$ cat config.mk
export PLATFORM = sky130hd
export DESIGN_NAME = ex_muldiv
export DESIGN_NICKNAME = d
export VERILOG_FILES = /design/src/rtl/ex_muldiv.sv
export SDC_FILE = /design/constraint.sdc
export NUM_CORES = 1
export LEC_CHECK = 0
export BUFFER_PORTS_ARGS = -buffer_cell sky130_fd_sc_hd__buf_4
export CAP_MARGIN = 40
export CORE_MARGIN = 1.5
export CORE_UTILIZATION = 40
export DETAILED_ROUTE_END_ITERATION = 16
export GPL_TIMING_DRIVEN = 0
export PLACE_DENSITY = 0.69
export SYNTH_ARGS = -nofsm -noshare
export SYNTH_HDL_FRONTEND = slang
export SYNTH_SLANG_ARGS = --single-unit
$ cat constraint.sdc
create_clock -name clock -period 5.3 [get_ports clock]
set_input_delay 0.795 -clock clock [delete_from_list [all_inputs] [get_ports clock]]
set_output_delay 0.795 -clock clock [all_outputs]
set_load 0.005 [all_outputs]
$ cat src/rtl/ex_muldiv.sv
// Iterative 32-cycle multiply/divide unit for the EX stage; owns HI/LO and stalls the front of the pipe.
// Optional MADD/MADDU/MSUB/MSUBU (op 0x1C) support is enabled by defining MULDIV_MADD_EN.
module ex_muldiv #(
    parameter int unsigned XLEN = 32,
    parameter int unsigned ITER = 32
) (
    input  logic            clock,
    input  logic            reset,
    input  logic [5:0]      ex_op,
    input  logic [5:0]      ex_funct,
    input  logic [XLEN-1:0] ex_reg_data1,
    input  logic [XLEN-1:0] ex_reg_data2,
    output logic            md_stall,
    output logic [XLEN-1:0] md_result,
    output logic [XLEN-1:0] md_hi,
    output logic [XLEN-1:0] md_lo
);

    localparam int unsigned DW    = 2 * XLEN;
    localparam int unsigned CNT_W = $clog2(ITER);

    typedef enum logic [1:0] {S_IDLE, S_BUSY, S_DONE} state_e;

    state_e            state_q, state_d;
    logic [CNT_W-1:0]  cnt_q, cnt_d;
    logic [DW-1:0]     p_q, p_d;
    logic [XLEN-1:0]   b_q, b_d;
    logic [XLEN-1:0]   hi_q, hi_d, lo_q, lo_d;
    logic              is_div_q, is_div_d, neg_q, neg_d, rneg_q, rneg_d;
    logic              acc_q, acc_d, sub_q, sub_d;

    logic is_r, f_mult, f_multu, f_div, f_divu, f_mfhi, f_mflo, f_mthi, f_mtlo;
    logic f_madd, f_maddu, f_msub, f_msubu;
    logic mul_start, div_start, signed_op, a_neg, b_neg;
    logic [XLEN-1:0] a_mag, b_mag;

    // Instruction decode
    always_comb begin
        is_r    = (ex_op == 6'h00);
        f_mult  = is_r && (ex_funct == 6'h18);
        f_multu = is_r && (ex_funct == 6'h19);
        f_div   = is_r && (ex_funct == 6'h1A);
        f_divu  = is_r && (ex_funct == 6'h1B);
        f_mfhi  = is_r && (ex_funct == 6'h10);
        f_mflo  = is_r && (ex_funct == 6'h12);
        f_mthi  = is_r && (ex_funct == 6'h11);
        f_mtlo  = is_r && (ex_funct == 6'h13);
`ifdef MULDIV_MADD_EN
        f_madd  = (ex_op == 6'h1C) && (ex_funct == 6'h00);
        f_maddu = (ex_op == 6'h1C) && (ex_funct == 6'h01);
        f_msub  = (ex_op == 6'h1C) && (ex_funct == 6'h04);
        f_msubu = (ex_op == 6'h1C) && (ex_funct == 6'h05);
`else
        f_madd  = 1'b0;
        f_maddu = 1'b0;
        f_msub  = 1'b0;
        f_msubu = 1'b0;
`endif
        mul_start = f_mult | f_multu | f_madd | f_maddu | f_msub | f_msubu;
        div_start = f_div | f_divu;
        signed_op = f_mult | f_div | f_madd | f_msub;
        a_neg     = signed_op & ex_reg_data1[XLEN-1];
        b_neg     = signed_op & ex_reg_data2[XLEN-1];
        a_mag     = a_neg ? (~ex_reg_data1 + XLEN'(1)) : ex_reg_data1;
        b_mag     = b_neg ? (~ex_reg_data2 + XLEN'(1)) : ex_reg_data2;
    end

    logic [XLEN:0]   mul_sum, div_trial;
    logic [DW:0]     div_sh;
    logic [DW-1:0]   step_p, mul_res, hilo_acc;
    logic [XLEN-1:0] q_fix, r_fix;

    // One iteration step plus the sign/accumulate correction applied on the last step
    always_comb begin
        mul_sum   = {1'b0, p_q[DW-1:XLEN]} + (p_q[0] ? {1'b0, b_q} : (XLEN+1)'(0));
        div_sh    = {p_q, 1'b0};
        div_trial = div_sh[DW:XLEN] - {1'b0, b_q};
        if (!is_div_q)
            step_p = {mul_sum, p_q[XLEN-1:1]};
        else if (div_trial[XLEN])
            step_p = div_sh[DW-1:0];
        else
            step_p = {div_trial[XLEN-1:0], div_sh[XLEN-1:1], 1'b1};
        mul_res  = neg_q ? (~step_p + DW'(1)) : step_p;
        hilo_acc = sub_q ? ({hi_q, lo_q} - mul_res) : ({hi_q, lo_q} + mul_res);
        q_fix    = neg_q  ? (~step_p[XLEN-1:0] + XLEN'(1))  : step_p[XLEN-1:0];
        r_fix    = rneg_q ? (~step_p[DW-1:XLEN] + XLEN'(1)) : step_p[DW-1:XLEN];
    end

    // Next-state logic
    always_comb begin
        state_d  = state_q;
        cnt_d    = cnt_q;
        p_d      = p_q;
        b_d      = b_q;
        hi_d     = hi_q;
        lo_d     = lo_q;
        is_div_d = is_div_q;
        neg_d    = neg_q;
        rneg_d   = rneg_q;
        acc_d    = acc_q;
        sub_d    = sub_q;
        case (state_q)
            S_IDLE: begin
                if (div_start && (ex_reg_data2 == '0)) begin
                    state_d = S_DONE;
                end else if (mul_start || div_start) begin
                    state_d  = S_BUSY;
                    cnt_d    = '0;
                    p_d      = {XLEN'(0), a_mag};
                    b_d      = b_mag;
                    is_div_d = div_start;
                    neg_d    = a_neg ^ b_neg;
                    rneg_d   = a_neg;
                    acc_d    = f_madd | f_maddu | f_msub | f_msubu;
                    sub_d    = f_msub | f_msubu;
                end else if (f_mthi) begin
                    hi_d = ex_reg_data1;
                end else if (f_mtlo) begin
                    lo_d = ex_reg_data1;
                end
            end
            S_BUSY: begin
                p_d = step_p;
                if (cnt_q == CNT_W'(ITER - 1)) begin
                    state_d = S_DONE;
                    if (is_div_q) begin
                        hi_d = r_fix;
                        lo_d = q_fix;
                    end else if (acc_q) begin
                        hi_d = hilo_acc[DW-1:XLEN];
                        lo_d = hilo_acc[XLEN-1:0];
                    end else begin
                        hi_d = mul_res[DW-1:XLEN];
                        lo_d = mul_res[XLEN-1:0];
                    end
                end else begin
                    cnt_d = cnt_q + CNT_W'(1);
                end
            end
            default: state_d = S_IDLE;
        endcase
    end

    always_ff @(posedge clock) begin
        if (reset) begin
            state_q  <= S_IDLE;
            cnt_q    <= '0;
            p_q      <= '0;
            b_q      <= '0;
            hi_q     <= '0;
            lo_q     <= '0;
            is_div_q <= 1'b0;
            neg_q    <= 1'b0;
            rneg_q   <= 1'b0;
            acc_q    <= 1'b0;
            sub_q    <= 1'b0;
        end else begin
            state_q  <= state_d;
            cnt_q    <= cnt_d;
            p_q      <= p_d;
            b_q      <= b_d;
            hi_q     <= hi_d;
            lo_q     <= lo_d;
            is_div_q <= is_div_d;
            neg_q    <= neg_d;
            rneg_q   <= rneg_d;
            acc_q    <= acc_d;
            sub_q    <= sub_d;
        end
    end

    // Stall covers the launch cycle and every iteration; DONE lets the instruction leave EX
    assign md_stall  = !reset && ((state_q == S_BUSY) ||
                       ((state_q == S_IDLE) && (mul_start || div_start)));
    assign md_result = f_mfhi ? hi_q : (f_mflo ? lo_q : '0);
    assign md_hi     = hi_q;
    assign md_lo     = lo_q;

endmodule
==> summary.txt, run 1 <==
Run status
  – Status: finished with violations
  – Failing checks: setup timing

Synth
  – Top post-synthesis cells by area: dfxtp_1 21%, a21oi_1 7.0%, nor2_1 6.9%, nand2_1 6.1%, ha_1 5.5%
  – Post-synthesis cell area: 0.0159 sq mm
  – Post-synth EDFFs: 0
  – Mapped Nets: roughly 2400
  – Synthesized area per cell: ~7.1 sq um
  – Flops & latches, synth: 170
  – Yosys warns: 0
  – Async SR Flop Fraction: 0%
  – Netlist cell types: 90
  – Seq/Total Area, Yosys: a little over a fifth
  – Post-synth top area cell: dfxtp_1
  – Post-synthesis cell count: about 2200
  – Share of the synthesized area in the top cell type: between 20% and 30%
  – Main synth FF type: dfxtp_1

Route
  – Residual DRC: 0
  – DR vias: between 15000 and 20000
  – Final WL: 76.5 mm
  – Post-route ant nets: 0
  – Pre-antenna DRT Iters: 6
  – Vias per inst: between 6 and 7
  – Initial DRC Count: approximately 2600
  – Routed WL per cell: 25.5 um

Flow run
  – Max-cap violations: 0

Critical path
  – CP arrival: roughly 5.8 ns
  – WS Path Type: register to register
  – Worst Setup End Kind: register
  – Startpoint types: register
  – CP max FO: 13
  – Reg-to-Reg Start: is_div_q
  – CP Data Required Time: approximately 5.7 ns
  – Critical Path Start: is_div_q

STA
  – Final hold vios: 0
  – Setup violations, final: 1
  – Setup WS post-layout: -0.114 ns
  – Tmin final: 5.41 ns
  – Setup Skew: approximately 0.019 ns
  – RSZ-0062 raised after global routing: true
  – Slew Limit Fails: 0
  – Slew HR: 29.6%
  – Worst Tran Pin Value: 1.06 ns
  – Period utilization: 102%
  – FMAX: ~0.18 GHz

Hold path
  – Hold_sp: b_q[26]
  – Hold Path Class: register to register

Die
  – Die W: 202 um
  – Starting Density: roughly two fifths
  – Core ar.: 0.0389 sq mm
  – Die area: just over 0.04 sq mm
  – Die H: between 200 and 250 um
  – # rows: between 70 and 80
  – Num ports: between 150 and 200

Power
  – Leakage: between 7 and 8 nW
  – P per Cell Area: 147 mW/mm^2
  – VDD IR max: around 0.00024 V
  – Design Power: 2.81 mW

Global routing
  – GRT Total Usage: 36.1%
  – Grt ovf: 0
  – Vias in the first global route: 17500
  – Largest net degree at the start of global routing: 19
  – First-pass GRT wire length: between 100 and 150 mm
  – Initial antenna violation count: 3

Placement
  – HPWL Detailed: ~60 mm
  – Number of buffers added on ports: ~170
  – Placed standard-cell area: 0.0180 sq mm
  – Final estimated routing congestion in global placement: just under 1
  – DP Worst Slack: -2.13 ns

CTS
  – H-Tree Depth: 4
  – Max Buffers Root-to-Sink: 2
  – Clock root cell: clkbuf_16
  – Num CTS Buffers: 17
  – Clk_lat worst skew: about 0.47 ns
  – Sink Count: 170
  – Worst-path clk slew: 0.08 ns
  – CTS tree: done
  – Hold buffer count at cts: 0

Final layout
  – Area Overhead vs Synth: 21.0%
  – Antenna Diode Count: 0
  – Share of post-route cells with drive strength above 1: between 10% and 20%
  – Final Cell Area: between 0.015 and 0.02 sq mm
  – Fin nets: approximately 2600
  – Final Util: 49.3%
[layout by cell type (no fill, tap or decap), drive strengths merged, types with 10 or more instances in the layout]
master / synthesis / final
nor2: 291 / 291
nand2: 259 / 259
buf: 36 / 246
a21oi: 223 / 223
dfxtp: 170 / 170
o21ai: 149 / 149
clkbuf: 107 / 123
mux2i: 77 / 77
xnor2: 75 / 75
inv: 67 / 72
ha: 70 / 70
xor2: 64 / 64
a211oi: 53 / 53
nor3: 51 / 51
and2: 43 / 43
nand3: 42 / 42
o31ai: 39 / 39
a22oi: 34 / 34
a31oi: 29 / 29
nor4: 27 / 27
o211ai: 23 / 23
mux2: 20 / 20
or4: 20 / 20
a311oi: 20 / 20
nand2b: 18 / 18
nor2b: 18 / 18
and3: 18 / 18
nand4: 18 / 18
a21o: 17 / 17
or3: 17 / 17
o21a: 14 / 14
o41ai: 13 / 13
a211o: 10 / 10
[timing repair]
action                                  in CTS  in global routing
endpoints found under the setup margin     105                112
pin swaps                                   18                 23
gates cloned                                 0                  0
gates resized for setup                     53                 63
buffers inserted                            22                 10
[cell usage after synthesis (all sizes together) (13+ instances only)]
library cell	number
a22oi	34
buf	36
nand2	259
o41ai	13
or3	17
and2	43
mux2i	77
o21a	14
xnor2	75
a311oi	20
a21o	17
nand4	18
and3	18
o31ai	39
ha	70
a31oi	29
inv	67
nand3	42
dfxtp	170
a21oi	223
mux2	20
nor4	27
or4	20
nor2	291
a211oi	53
nor3	51
o21ai	149
xor2	64
o211ai	23
clkbuf	107
nand2b	18
nor2b	18
[path summary, 6_finish.rpt]
check / to / slack (ns) / cells after the start
worst max-delay path: md_hi[30] / -0.11 / 18
worst max register to register: md_hi[30] / -0.11 / 18
worst min register to register: b_q[26] / 0.47 / 2
worst min-delay path: b_q[26] / 0.47 / 2
[metrics by stage]
step | std cells | TNS [ns] | hold WS, ns
after floorplan | 2244 | 0 | 0.440
after global placement | 2931 | -107.76 | 0.460
after detailed placement | 2946 | -73.67 | 0.467
after CTS | 2997 | -0.689 | 0.475
after global routing | 3003 | -0.300 | 0.497
final | 3003 | -0.114 | 0.475
[logic make-up (layout without fill, tap and decap cells)]
kind of cell	after synthesis	after routing	share of synthesized area [%]
simple gates	856	856	25.2
compound gates	699	699	28.3
buf+inv	211	452	5.24
flops	170	170	21.5
xor+xnor	139	139	7.68
mux	97	97	6.28
fa+ha+maj	72	72	5.78
[flip-flops by register name, indices dropped and copies added (netlist names)]
name / cells
b_q: 32
cnt_q: 5
is_div_q: 1
md_hi: 32
md_lo: 32
neg_q: 1
p_q: 64
rneg_q: 1
state_q: 2
[where the power goes]
part,internal [mW],switching (mW)
Clock,0.632,0.669
Combinational,0.0883,0.148
Sequential,1.27,0.000889
Total,2.00,0.818
[final cells by class]
| type | instances | area, sq um |
|---|---|---|
| sequential | 170 | 3420 |
| tap | 518 | 648 |
| clock inverter | 14 | 131 |
| buffer | 135 | 571 |
| fill | 4015 | 19700 |
| multi-input combinational | 1863 | 12000 |
| clock buffer | 18 | 439 |
| timing repair buffer | 217 | 1690 |
| inverter | 68 | 264 |
[worst max-delay path, cell delays in order, from the launching register on]
cell and delay, ns:
dfxtp_1 0.46, buf_2 0.37, clkinvlp_4 0.41, clkbuf_2 0.37, clkbuf_2 0.33, buf_2 0.30
a21oi_2 0.19, ha_2 0.22, o21ai_4 0.07, or2_4 0.28, nor4_4 0.24, nand3_1 0.16
nand2_1 0.11, o211ai_1 0.17, o31ai_2 0.40, and2_1 0.21, nand4_1 0.18, or4_1 0.53
a32o_1 0.26
[routing by layer]
metal | share of wire, % | up-vias | GRT usage [%]
li1 | - | 8601 | -
met1 | 43 | 9142 | 49.7
met2 | 41 | 1243 | 52.7
met3 | 12 | 183 | 11.2
met4 | 3.9 | 2 | 13.1
met5 | 0.024 | - | 0
No activity file was read; power rests on OpenSTA's default activity.
==> run 2, diff against run 1 <==
PLACE_DENSITY = 0.67   (was 0.69)
SETUP_SLACK_MARGIN = 0.3   (was default)
clock period = 6.83 ns   (was 5.3 ns; I/O delays follow)
==> run 2 against run 1 <==
  * The flow now finishes without violations
  * Non-clock buffer count down 28
  * Combinational power down 24%
  * Flip-flop and latch count unchanged
  * Largest cell class unchanged
==> summary.txt, run 2 (synthesis results as in run 1) <==
STA
  – FMAX: 0.154 GHz (-17%)
  – Slew Limit Fails: 0 (unchanged)
  – RSZ-0062 raised after global routing: false
  – Tmin final: 6.51 ns (+1.09 ns)
  – Final hold vios: 0 (unchanged)
  – Setup violations, final: 0 (-1)
  – Setup Skew: 0.0174 ns (-0.00208 ns)
  – Slew HR: 34.2% (+4.6 points)
  – Minimum hold slack: 0.474 ns (-0.00104 ns)
  – TNS Setup: 0 ns (+0.114 ns)
  – Period utilization: 95.3% (-6.9 points)
  – Worst Tran Pin Value: 0.987 ns (-0.0692 ns)

Power
  – P per Cell Area: 121 mW/mm^2 (-18%)
  – P_int: 1.65 mW (-17%)
  – Design Power: 2.25 mW (-20%)
  – Sw frac: 26.8% (-2.3 points)
  – Leakage: 7.49 nW (-3.1%)
  – VDD IR max: 0.000183 V (-23%)
  – Sw power: 603 uW (-26%)
  – Clock Power Share: 48.0% (+1.8 points)
  – Comb pwr share: 8.0% (-0.4 points)
  – Sequential fraction of design power: 44.1% (-1.2 points)

Run status
  – Status: finished clean

Global routing
  – First-pass GRT wire length: 110 mm (-1.4%)
  – Vias in the first global route: 16900 (-3.7%)
  – Initial antenna violation count: 2 (-1)
  – Largest net degree at the start of global routing: 20 (+1)
  – GRT Total Usage: 35.6% (-0.49 points)
  – Grt ovf: 0 (unchanged)

CTS
  – Clock root cell: clkbuf_16
  – Max Buffers Root-to-Sink: 2 (unchanged)
  – CTS tree: done
  – H-Tree Depth: 4 (unchanged)
  – Worst-path clk slew: 0.08 ns (about the same)
  – Num CTS Buffers: 17 (unchanged)
  – Sink Count: 170 (unchanged)
  – Hold buffer count at cts: 0 (unchanged)
  – Clk_lat worst skew: 0.47 ns (about the same)

Route
  – Post-route ant nets: 0 (unchanged)
  – Final WL: 74.4 mm (-2.7%)
  – Pre-antenna DRT Iters: 8 (+2)
  – Vias per inst: 6.30 (-1.3%)
  – Routed WL per cell: 25.0 um (-1.9%)
  – Residual DRC: 0 (unchanged)
  – DR vias: 18800 (-2.2%)
  – Initial DRC Count: 2529 (-1.0%)

Die
  – # rows: 72 (unchanged)
  – Core ar.: 0.0389 sq mm (unchanged)
  – Starting Density: 40.7% (unchanged)
  – Die area: 0.0408 sq mm (unchanged)
  – Num ports: 175 (unchanged)
  – Die H: 202 um (unchanged)
  – Die W: 202 um (unchanged)

Critical path
  – Setup crit end: md_hi[12]
  – FF-to-FF path depth: 14 (-4)
  – CP arrival: 6.87 ns (+1.09 ns)
  – CP max FO: 10 (-3)
  – Worst Setup End Kind: register
  – Critical Path Start: is_div_q
  – WS Path Type: register to register
  – CP Data Required Time: 7.19 ns (+1.53 ns)
  – FF-to-FF setup slack: 0.32 ns (+0.44 ns)
  – RR Endpoint: md_hi[12]
  – Reg-to-Reg Start: is_div_q
  – Startpoint types: register

Final layout
  – Commonest non-fill, non-tap cell in the layout: nor2_1
  – Max FFs per register: 64 (unchanged)
  – Fin nets: 2594 (-1.1%)
  – Final Cell Area: 0.0186 sq mm (-3.0%)
  – Fill cells: 4019 (+0.10%)
  – Share of post-route cells with drive strength above 1: 12.0% (-3.8 points)
  – Area Overhead vs Synth: 17.4%
  – Largest Register: p_q
  – Final Util: 47.8% (-1.5 points)
  – Most frequent cells in the layout: 291 x nor2_1, 258 x nand2_1, 221 x a21oi_1

Placement
  – Number of buffers added on ports: 169 (unchanged)
  – Final estimated routing congestion in global placement: 1.04 (+4.9%)
  – HPWL Detailed: 60.9 mm (+1.5%)
  – Placed standard-cell area: 0.0179 sq mm (-0.34%)

Flow run
  – Max-cap violations: 0 (unchanged)

Hold path
  – Hold Path Class: register to register
run 2: cell count changes in the layout (fill, tap and decap cells not counted), sizes merged:
| cell | before | now |
|---|---|---|
| buf | 246 | 217 |
| inv | 72 | 75 |
| clkinvlp | 4 | 1 |
| clkdlybuf4s15 | 1 | 0 |
| diode | 0 | 2 |
| clkinv | 6 | 4 |
| bufinv | 0 | 3 |
| clkbuf | 123 | 124 |
run 2: worst min path at each step:
stage | start | end | slack, ns | cells after the start
6_report | b_q[3] | b_q[3] | 0.47 | 2
2_1_floorplan | b_q[10] | b_q[10] | 0.44 | 2
4_1_cts | b_q[3] | b_q[3] | 0.47 | 2
3_5_place_dp | b_q[3] | b_q[3] | 0.46 | 2
5_1_grt | b_q[4] | b_q[4] | 0.50 | 2
3_3_place_gp | b_q[4] | b_q[4] | 0.46 | 2
run 2: what timing repair did:
item | 4_1_cts | 5_1_grt
setup endpoints to repair | 22 | 12
gates resized for setup | 5 | 9
pin swaps | 0 | 2
setup buffers | 0 | 2
run 2: per-stage QoR:
stage	cells	worst slack, ns
2_1_floorplan	2244	1.33
3_3_place_gp	2931	-0.853
3_5_place_dp	2942	-0.826
4_1_cts	2973	0.382
5_1_grt	2975	0.335
6_report	2977	0.324
run 2: critical path: stages (launching register included):
cell	delay, ns
dfxtp_1	0.38
buf_2	0.30
buf_2	0.36
buf_1	0.63
buf_2	0.39
buf_1	0.54
buf_2	0.47
buf_1	0.57
buf_6	0.24
buf_1	0.60
clkbuf_1	0.67
a31oi_1	0.27
xor2_1	0.53
nand2_1	0.11
a311oi_1	0.30
run 2: area by class of cell:
class	instances	area, sq um	area share, %
timing repair buffer	182	1410	7.57
sequential	170	3400	18.3
tap	518	648	3.48
clock inverter	15	203	1.09
buffer	142	577	3.10
antenna	2	5.00	0.0269
inverter	68	255	1.37
clock buffer	17	425	2.29
multi-input combinational	1863	11700	62.8
run 2: power by group through the flow:
stage	Sequential, mW	Clock, mW	Combinational, mW
floorplan	1.01	0	0.0758
global placement	1.01	0	0.168
detailed placement	1.01	0	0.172
CTS	0.991	1.08	0.173
global route	0.991	1.12	0.188
finish	0.992	1.08	0.179
run 2: metal layers:
layer	global-route usage [%]	wire, um	vias up
met5	0	0	-
met1	51.6	32600	8877
li1	-	-	8585
met3	9.79	9660	130
met2	50.9	29900	1166
met4	10.2	2190	0
